<file path="src/rtl/adder_share_arbiter_pkg.sv">
// ---------------------------------------------------------------------------
// add_arb_pkg
//   Shared definitions for the adder-sharing arbiter slice: default widths,
//   a helper that sizes requester-id fields, and the requester id type used
//   at the default requester count.
// ---------------------------------------------------------------------------
package add_arb_pkg;

  // Operand/result width is tied to the shared 8-bit adder.
  localparam int DATA_W_DEF  = 8;
  localparam int NUM_REQ_DEF = 4;

  // Width of an id field able to name n requesters; never narrower than 1 bit.
  function automatic int id_width(input int n);
    return (n > 1) ? $clog2(n) : 1;
  endfunction

  typedef logic [$clog2(NUM_REQ_DEF)-1:0] req_id_t;

endpackage

</file>
<file path="src/rtl/adder_share_arbiter_rr_grant.sv">
// ---------------------------------------------------------------------------
// rr_grant
//   Combinational round-robin priority picker. Chooses the first asserted
//   request at or after the pointer, wrapping around to index 0.
//   Ports:
//     req_i        in  N   request vector
//     ptr_i        in  IW  highest-priority index this cycle
//     grant_o      out N   one-hot grant (zero when no request)
//     grant_idx_o  out IW  index of the granted request
//     any_grant_o  out 1   at least one request is asserted
// ---------------------------------------------------------------------------
module rr_grant #(
  parameter int N  = 4,
  parameter int IW = 2
) (
  input  logic [N-1:0]  req_i,
  input  logic [IW-1:0] ptr_i,
  output logic [N-1:0]  grant_o,
  output logic [IW-1:0] grant_idx_o,
  output logic          any_grant_o
);

  logic          hi_any;
  logic [IW-1:0] hi_idx;
  logic          lo_any;
  logic [IW-1:0] lo_idx;

  // Scan downwards so the last hit is the lowest index. lo_* tracks the
  // lowest request overall (the wrap-around choice); hi_* tracks the lowest
  // request at or above the pointer, which wins whenever it exists.
  always_comb begin
    hi_any = 1'b0;
    hi_idx = '0;
    lo_any = 1'b0;
    lo_idx = '0;
    for (int i = N - 1; i >= 0; i--) begin
      if (req_i[i]) begin
        lo_any = 1'b1;
        lo_idx = IW'(i);
        if (i >= int'(ptr_i)) begin
          hi_any = 1'b1;
          hi_idx = IW'(i);
        end
      end
    end
    any_grant_o = lo_any;
    grant_idx_o = hi_any ? hi_idx : lo_idx;
    grant_o     = '0;
    if (lo_any) begin
      grant_o[grant_idx_o] = 1'b1;
    end
  end

endmodule

</file>
<file path="src/rtl/eight_bit_half_adder.sv">
// ---------------------------------------------------------------------------
// eight_bit_half_adder
//   The team's shared 8-bit adder: out = (a + b) mod 256, no carry out.
//   Ports:
//     a   in  8  operand A
//     b   in  8  operand B
//     out out 8  modulo-256 sum
// ---------------------------------------------------------------------------
module eight_bit_half_adder (
  input  logic [7:0] a,
  input  logic [7:0] b,
  output logic [7:0] out
);

  assign out = a + b;

endmodule

</file>
<file path="src/rtl/adder_share_arbiter.sv">
// ---------------------------------------------------------------------------
// adder_share_arbiter
//   Shares one 8-bit adder between NUM_REQ valid/ready requesters, served
//   round-robin. Each result lands in a single registered output slot tagged
//   with the requester id and an overflow flag; 1-cycle latency and full
//   throughput while the consumer keeps rsp_ready high.
//
//   Build option: define ADD_SAT_EN to clamp overflowing sums to 255
//   (rsp_ovf still reports the overflow). Default build wraps modulo 256.
//
//   Ports:
//     clk        in  1                rising-edge clock
//     rst_n      in  1                asynchronous active-low reset
//     req_valid  in  NUM_REQ          per-requester operand valid
//     req_ready  out NUM_REQ          per-requester accept, one-hot or zero
//     req_a      in  NUM_REQ*DATA_W   packed operand A, lane i at [i*DATA_W +: DATA_W]
//     req_b      in  NUM_REQ*DATA_W   packed operand B, same packing
//     rsp_valid  out 1                result slot holds a valid result
//     rsp_ready  in  1                consumer accepts the result
//     rsp_sum    out DATA_W           registered sum
//     rsp_id     out ID_W             requester that produced rsp_sum
//     rsp_ovf    out 1                true a+b did not fit in DATA_W bits
// ---------------------------------------------------------------------------
module adder_share_arbiter
  import add_arb_pkg::*;
#(
  parameter  int NUM_REQ = NUM_REQ_DEF,
  parameter  int DATA_W  = DATA_W_DEF,
  localparam int ID_W    = id_width(NUM_REQ)
) (
  input  logic                      clk,
  input  logic                      rst_n,
  input  logic [NUM_REQ-1:0]        req_valid,
  output logic [NUM_REQ-1:0]        req_ready,
  input  logic [NUM_REQ*DATA_W-1:0] req_a,
  input  logic [NUM_REQ*DATA_W-1:0] req_b,
  output logic                      rsp_valid,
  input  logic                      rsp_ready,
  output logic [DATA_W-1:0]         rsp_sum,
  output logic [ID_W-1:0]           rsp_id,
  output logic                      rsp_ovf
);

  logic [NUM_REQ-1:0] grant;
  logic [ID_W-1:0]    grant_idx;
  logic               any_grant;
  logic               accept;
  logic               xfer;

  logic [DATA_W-1:0]  a_sel;
  logic [DATA_W-1:0]  b_sel;
  logic [DATA_W-1:0]  sum_raw;
  logic [DATA_W-1:0]  sum_res;
  logic               ovf_res;

  logic               rsp_valid_q, rsp_valid_d;
  logic [DATA_W-1:0]  rsp_sum_q,   rsp_sum_d;
  logic [ID_W-1:0]    rsp_id_q,    rsp_id_d;
  logic               rsp_ovf_q,   rsp_ovf_d;
  logic [ID_W-1:0]    ptr_q,       ptr_d;

  rr_grant #(
    .N  (NUM_REQ),
    .IW (ID_W)
  ) u_rr_grant (
    .req_i       (req_valid),
    .ptr_i       (ptr_q),
    .grant_o     (grant),
    .grant_idx_o (grant_idx),
    .any_grant_o (any_grant)
  );

  // The slot can take a new result when it is empty or is draining now.
  assign accept    = !rsp_valid_q || rsp_ready;
  assign req_ready = accept ? grant : '0;
  assign xfer      = accept && any_grant;

  // Steer the granted lane's operands into the single shared adder.
  always_comb begin
    a_sel = '0;
    b_sel = '0;
    for (int i = 0; i < NUM_REQ; i++) begin
      if (grant[i]) begin
        a_sel = req_a[i*DATA_W +: DATA_W];
        b_sel = req_b[i*DATA_W +: DATA_W];
      end
    end
  end

  eight_bit_half_adder u_adder (
    .a   (a_sel),
    .b   (b_sel),
    .out (sum_raw)
  );

  // A modulo sum smaller than an operand means the addition wrapped.
  always_comb begin
    ovf_res = (sum_raw < a_sel);
`ifdef ADD_SAT_EN
    sum_res = ovf_res ? '1 : sum_raw;
`else
    sum_res = sum_raw;
`endif
  end

  // Slot and pointer next state. A transfer refills the slot (even while it
  // drains, so there is no bubble) and moves the pointer past the winner;
  // a drain without a transfer only clears valid, leaving the data fields.
  always_comb begin
    rsp_valid_d = rsp_valid_q;
    rsp_sum_d   = rsp_sum_q;
    rsp_id_d    = rsp_id_q;
    rsp_ovf_d   = rsp_ovf_q;
    ptr_d       = ptr_q;
    if (xfer) begin
      rsp_valid_d = 1'b1;
      rsp_sum_d   = sum_res;
      rsp_id_d    = grant_idx;
      rsp_ovf_d   = ovf_res;
      ptr_d       = (grant_idx == ID_W'(NUM_REQ - 1)) ? '0 : grant_idx + ID_W'(1);
    end else if (rsp_ready) begin
      rsp_valid_d = 1'b0;
    end
  end

  always_ff @(posedge clk or negedge rst_n) begin
    if (!rst_n) begin
      rsp_valid_q <= 1'b0;
      rsp_sum_q   <= '0;
      rsp_id_q    <= '0;
      rsp_ovf_q   <= 1'b0;
      ptr_q       <= '0;
    end else begin
      rsp_valid_q <= rsp_valid_d;
      rsp_sum_q   <= rsp_sum_d;
      rsp_id_q    <= rsp_id_d;
      rsp_ovf_q   <= rsp_ovf_d;
      ptr_q       <= ptr_d;
    end
  end

  assign rsp_valid = rsp_valid_q;
  assign rsp_sum   = rsp_sum_q;
  assign rsp_id    = rsp_id_q;
  assign rsp_ovf   = rsp_ovf_q;

endmodule

</file>
<file path="config.mk">
export PLATFORM = sky130hd
export DESIGN_NAME = adder_share_arbiter
export DESIGN_NICKNAME = d
export VERILOG_FILES = /design/src/rtl/adder_share_arbiter_pkg.sv /design/src/rtl/adder_share_arbiter_rr_grant.sv /design/src/rtl/eight_bit_half_adder.sv /design/src/rtl/adder_share_arbiter.sv
export SDC_FILE = /design/constraint.sdc
export NUM_CORES = 1
export LEC_CHECK = 0
export BUFFER_PORTS_ARGS = -buffer_cell sky130_fd_sc_hd__buf_2
export CORE_MARGIN = 3
export CORE_UTILIZATION = 47
export DETAILED_ROUTE_END_ITERATION = 10
export PLACE_DENSITY = 0.87
export SLEW_MARGIN = 20
export SYNTH_ARGS = -nofsm -noshare
export SYNTH_HDL_FRONTEND = slang
export SYNTH_HIERARCHICAL = 1
export SYNTH_SLANG_ARGS = --single-unit
</file>
<file path="constraint.sdc">
create_clock -name clk -period 4.3 [get_ports clk]
set_input_delay 0.43 -clock clk [delete_from_list [all_inputs] [get_ports clk]]
set_output_delay 0.43 -clock clk [all_outputs]
set_load 0.05 [all_outputs]
</file>
# Word-level counts from Yosys, hierarchy flattened
# Index checks and enable logic that the tools add are counted.
word_totals:
  wordCells: 55
  register_bits: 14
  in_bits: 71
  output_inout_bits: 16
op_classes:
  n_addsub: 2
  eq_ne: 1
  magnitude_cmp: 6
  n_mux: 36
  n_reduce_logical: 5
ops:
  columns: ["operator", "n"]
  rows:
  - ["$mux W8", 8]
  - ["$mux W2", 12]
  - ["$mux W1", 13]
  - ["$add A8 B8 Y8", 1]
  - ["$lt A8 B8 Y1", 1]
  - ["$mux W4", 2]
  - ["$ge A1 B2 Y1 const A", 2]
  - ["$lt A2 B3 Y1 const B", 1]
  - ["$add A2 B1 Y2 const B", 1]
  - ["$demux W1 S2", 1]
  - ["$eq A2 B2 Y1 const B", 1]
  - ["$ge A2 B1 Y1 const B", 1]
  - ["$ge A2 B2 Y1 const A", 1]
  - ["$logic_and A1 B1 Y1", 2]
  - ["$reduce_bool A2 Y1", 1]
  - ["$logic_not A1 Y1", 1]
  - ["$logic_or A1 B1 Y1", 1]

# Longest topological paths before layout
logic_depth:
  ltp_word: 19
  depth_mapped: 19
  depth_no_buf: 17

# By module
# The synthesis kept the hierarchy.
modules_own_cells:
  columns: ["mod", "n_inst", "cells_per_inst", "area_each_um2"]
  rows:
  - ["adder_share_arbiter", 1, 140, 1247.4]
  - ["eight_bit_half_adder", 1, 42, 331.6]
  - ["rr_grant", 1, 30, 175.2]

# Least setup slack after synthesis
# OpenSTA, ideal clock, no wires.
synth_path:
  path_type: "input-to-reg"
  start: "in req_valid[0]"
  end: "reg rsp_ovf_q, in the netlist rsp_ovf"
  n_path_buf: 3
  slack_ns: 0.397
  path_stages: 19
  t_arrival_ns: 3.779
  setup_ns: 0.124
  cell_sequence: "clkbuf_2 -> nand2b_1 -> a21oi_1 -> a211oi_1 -> clkbuf_1 -> clkbuf_1 -> nand2_1 -> o31ai_1 -> ha_1 -> inv_1 -> fa_1 -> nor2b_4 -> o31a_1 -> o311ai_1 -> ha_1 -> nand2_1 -> o21ai_0 -> a2111oi_2 -> a211o_1"
synth_rtl:
  columns: ["item", "line", "rtl"]
  rows:
  - ["start, declared", "adder_share_arbiter.sv:33", "input logic [NUM_REQ-1:0] req_valid,"]
  - ["$mux W2 or $mux W1 (tied branches)", "adder_share_arbiter_rr_grant.sv:37", "if (req_i[i]) begin"]
  - ["$mux W2", "adder_share_arbiter_rr_grant.sv:47", "grant_idx_o = hi_any ? hi_idx : lo_idx;"]
  - ["$lt A2 B3 Y1 (not written as such) or $ge A2 B1 Y1 (tied branches)", "adder_share_arbiter_rr_grant.sv:50", "grant_o[grant_idx_o] = 1'b1;"]
  - ["$logic_and A1 B1 Y1 (not written as such)", "adder_share_arbiter_rr_grant.sv:50", null]
  - ["$mux W1 (not written as such)", "adder_share_arbiter_rr_grant.sv:50", null]
  - ["$demux W1 S2", null, null]
  - ["$mux W4 *", "adder_share_arbiter_rr_grant.sv:49", "if (lo_any) begin"]
  - ["net grant[3]", "adder_share_arbiter.sv:44", "logic [NUM_REQ-1:0] grant;"]
  - ["$mux W8 *", "adder_share_arbiter.sv:83", "if (grant[i]) begin"]
  - ["net b_sel[0]", "adder_share_arbiter.sv:51", "logic [DATA_W-1:0] b_sel;"]
  - ["$add A8 B8 Y8 *", "eight_bit_half_adder.sv:15", "assign out = a + b;"]
  - ["net sum_raw[6]", "adder_share_arbiter.sv:52", "logic [DATA_W-1:0] sum_raw;"]
  - ["$lt A8 B8 Y1 *", "adder_share_arbiter.sv:98", "ovf_res = (sum_raw < a_sel);"]
  - ["end signal, assigned", "adder_share_arbiter.sv:137", "rsp_ovf_q <= rsp_ovf_d;"]
  - ["end, declared", "adder_share_arbiter.sv:59", "logic rsp_ovf_q, rsp_ovf_d;"]
# Mark *: on every way through the listed nets, which the timed path passes. The rest lies on a longest branch.
# A chain may end at the register's enable or synchronous reset.

# Worst setup path after layout
layout_path:
  start: "reg ptr_q[1]"
  end: "reg rsp_ovf_q, in the netlist rsp_ovf"
layout_via:
  elab_chain_len: 19
layout_rtl:
  columns: ["item", "line", "rtl"]
  rows:
  - ["start, declared", "adder_share_arbiter.sv:60", "logic [ID_W-1:0] ptr_q, ptr_d;"]
  - ["start signal, assigned", "adder_share_arbiter.sv:138", "ptr_q <= ptr_d;"]
  - ["$ge A2 B2 Y1", "adder_share_arbiter_rr_grant.sv:40", "if (i >= int'(ptr_i)) begin"]
  - ["$mux W2 or $mux W1 (tied branches)", "adder_share_arbiter_rr_grant.sv:40", null]
  - ["$mux W2 or $mux W1 (tied branches)", "adder_share_arbiter_rr_grant.sv:37", null]
  - ["$mux W2 or $mux W1 (tied branches)", "adder_share_arbiter_rr_grant.sv:40", null]
  - ["$mux W2 or $mux W1 (tied branches)", "adder_share_arbiter_rr_grant.sv:37", null]
  - ["$mux W2 or $mux W1 (tied branches)", "adder_share_arbiter_rr_grant.sv:40", null]
  - ["$mux W2 or $mux W1 (tied branches)", "adder_share_arbiter_rr_grant.sv:37", null]
  - ["$mux W2 *", "adder_share_arbiter_rr_grant.sv:47", null]
  - ["[3 not listed]", null, null]
  - ["$demux W1 S2 *", null, null]
  - ["$mux W4 *", "adder_share_arbiter_rr_grant.sv:49", null]
  - ["net grant[0]", "adder_share_arbiter.sv:44", null]
  - ["$mux W8 * (4 in series)", "adder_share_arbiter.sv:83", null]
  - ["net a_sel[1]", "adder_share_arbiter.sv:50", "logic [DATA_W-1:0] a_sel;"]
  - ["$add A8 B8 Y8 *", "eight_bit_half_adder.sv:15", null]
  - ["net sum_raw[7]", "adder_share_arbiter.sv:52", null]
  - ["$lt A8 B8 Y1 *", "adder_share_arbiter.sv:98", null]
# Marked as above.

==> flow_summary_export.csv <==
group,metric,value,unit
floorplan,start_util,50.6,%
worst_setup_path,critPathBufInv,1,
final_layout,area_growth,30.9,%
routing,wl_per_cell,14.4,microns
clocking,cts_max_level,1,
pwr,p_total,1.86,mW
pwr,leakage,1.12,nW
routing,wirelength,4.91,mm
worst_setup_path,crit_path_start_kind,"flip-flop",
global_routing,antenna_found_initial,0,
routing,drt-initial-drc-count,101,
floorplan,die_y,67.1,microns
worst_setup_path,worstSetupStartpoint,"ptr_q[1]",
clocking,cts-root-buf,"clkbuf_8",
logic_synthesis,netlist_area,1750,sq um
final_layout,multiInputGateArea,1330,sq um
clocking,insertion_delay,0.24,ns
worst_setup_path,worstSetupPathType,"reg2reg",
final_layout,diodes,0,
logic_synthesis,synth_top_area_cell,"dfrtp_1",
placement,dpl.hpwl,4.03,mm
final_layout,num-nets-final,382,
logic_synthesis,ys_top_cells_by_count,"a21oi_1, nor2b_1, a221oi_1, nand2_1, ha_1",
timing,drv_slew,0,
worst_setup_path,reg2reg_depth,17,
worst_setup_path,r2r_slack,0.32,ns
timing,fin_skew,0.00358,ns
timing,final.period_utilization,92.7,%
placement,post-place-ws,0.150,ns
global_routing,grt_pass1_wl,7.56,mm
pwr,power_density,810,nW/um^2
clocking,cts_sinks,14,
clocking,clk_pin_slew,0.06,ns
routing,antenna_left,0,
timing,setup_viol_count_final,0,
clocking,cts_setup_buffers,0,
timing,worstMarginPinSlew,0.568,ns
timing,slew_headroom,62.0,%
floorplan,core-area,3470,sq um
placement,place.port_buffers,86,
global_routing,grt_pass1_vias,1670,
worst_setup_path,cp_max_fo,13,
routing,drc,0,
logic_synthesis,yosysWarnings,6,
logic_synthesis,synth_area_leaders,"dfrtp_1, ha_1, a221oi_1",
run_status,status,"completed",
global_routing,grt_max_degree,26,
logic_synthesis,synth-seq-cells,14,
logic_synthesis,yosysTopAreaCellShare,20.0,%
flow_run,cap_violations,0,
pwr,ir_drop,620,uV
clocking,cts_inserted_buffers,3,
worst_setup_path,cp_cell_sequence,"nor2b_1 -> nor3_1 -> o31a_1 -> nor2b_2 -> buf_4 -> a221oi_1 -> nor3_1 -> a21o_1 -> ha_1 -> a211oi_2 -> o211ai_1 -> o2bb2ai_1 -> ha_1 -> nand2_1 -> o21ai_0 -> a2111oi_2 -> a211o_1",
floorplan,die-area,4500,sq um
timing,fin_crit,3.98,ns
worst_setup_path,timing.rr.start,"ptr_q[1]",
worst_setup_path,rr_endpoint,"rsp_ovf",
worst_setup_path,crit_slowest_cell,"dfrtp_2",
routing,vias_per_cell,5.76,
timing,rsz0062_at_grt,"no",
worst_hold_path,hold_path_class,"in2async",
clocking,ctsHoldBuffers,0,
logic_synthesis,async_reset_ff_share,100,%
logic_synthesis,syn_nets,299,
floorplan,rows,21,
final_layout,drive_gt1_share,39.1,%
logic_synthesis,syn_avg_cell_area,8.27,sq um
timing,fmax,251,MHz
timing,fin_setup_tns,0,ns
global_routing,grt-ovfl-total,0,
logic_synthesis,synth_most_common_cell,"a21oi_1",
worst_setup_path,end_kind,"flip-flop",
floorplan,die_w,67.1,microns
final_layout,fillCellCount,307,
logic_synthesis,synth-edff-count,0,
routing,vias,1959,
global_routing,grt.total_usage,21.2,%
routing,drt-pass1-iter-count,4,
floorplan,io_pins,87,
placement,place_congestion,0.953,
timing,setup_ws,0.315,ns
worst_setup_path,arrival,4.12,ns
logic_synthesis,synthFlopType,"dfrtp_1",
logic_synthesis,ys_seq_area_share,20.0,%
timing,finalHoldViolations,0,
worst_setup_path,required,4.43,ns
worst_setup_path,critical_path.top_delay_family,"compound AO/OA/AOI/OAI gates",
clocking,cts_tree,"done",
worst_setup_path,max_stage_delay,0.48,ns
final_layout,seqCellArea,352,sq um
logic_synthesis,synthCells,212,
clocking,cts_max_path_buffers,2,
logic_synthesis,synth.distinct_cells,43,
logic make-up after synthesis:
kind of cell | share of synthesized area [%]
DFF | 20.0
xor gates and xnor gates | 2.00
buffers and inverters | 5.49
AOI/OAI and AO/OA | 33.5
muxes | 7.06
and+or+nand+nor | 20.2
adders and majority gates | 11.8
registers in the layout, summed over array words and instances (netlist names):
signal / count
rsp_sum: 8
ptr_q: 2
rsp_id: 2
rsp_ovf: 1
rsp_valid: 1
layout by cell type (no fill, tap or decap), types with 6 or more instances in the layout:
master and count:
a21o_1 8, a21oi_1 22, a221oi_1 16, buf_2 86, dfrtp_1 13, ha_1 15
inv_1 8, mux2_2 11, nand2_1 16, nor2b_1 19, nor3_1 9, o21ai_0 6
o31ai_1 9
what timing repair did:
| action | in CTS | in global routing |
|---|---|---|
| hold endpoints to repair | 0 | 0 |
| setup endpoints to repair | 0 | 1 |
| gates resized for setup | 0 | 3 |
power breakdown:
part	leakage, nW	internal, mW	switching [mW]
Combinational	0.933	0.604	0.885
Sequential	0.162	0.199	0.0450
Clock	0.0288	0.0811	0.0452
Total	1.12	0.884	0.975
how the worst max path moves through the flow:
stage / endpoint / slack (ns) / depth (start not counted)
after detailed placement: rsp_ovf / 0.15 / 18
after CTS: rsp_ovf / 0.18 / 17
after floorplan: rsp_ovf / 0.40 / 19
after global routing: rsp_ovf / 0.005 / 16
after global placement: rsp_ovf / 0.24 / 18
final: rsp_ovf / 0.32 / 17
metrics by stage:
step | cell area, sq um | instances | util [%] | hold slack [ns]
2_1_floorplan | 1750 | 212 | - | 0.134
3_3_place_gp | 2230 | 336 | 64.3 | 0.336
3_5_place_dp | 2230 | 336 | 64.3 | 0.340
4_1_cts | 2280 | 340 | 65.9 | 0.0730
5_1_grt | 2300 | 340 | 66.2 | 0.0781
6_report | 2300 | 340 | 66.2 | 0.0648
layer usage:
| layer | GRT usage, % | wire [microns] | vias to the layer above |
|---|---|---|---|
| met5 | 0 | 0 | - |
| met4 | 6.84 | 55 | 0 |
| li1 | - | - | 974 |
| met3 | 4.05 | 537 | 7 |
| met2 | 34.0 | 2120 | 102 |
| met1 | 28.5 | 2200 | 876 |
cell type report:
cell class	count	area share (%)
Tap cell	46	2.51
Sequential cell	14	15.3
Multi-Input combinational cell	177	58.1
Timing Repair Buffer	91	20.4
Inverter	8	1.31
Clock buffer	4	2.40
Power figures use the tool's default switching activity.
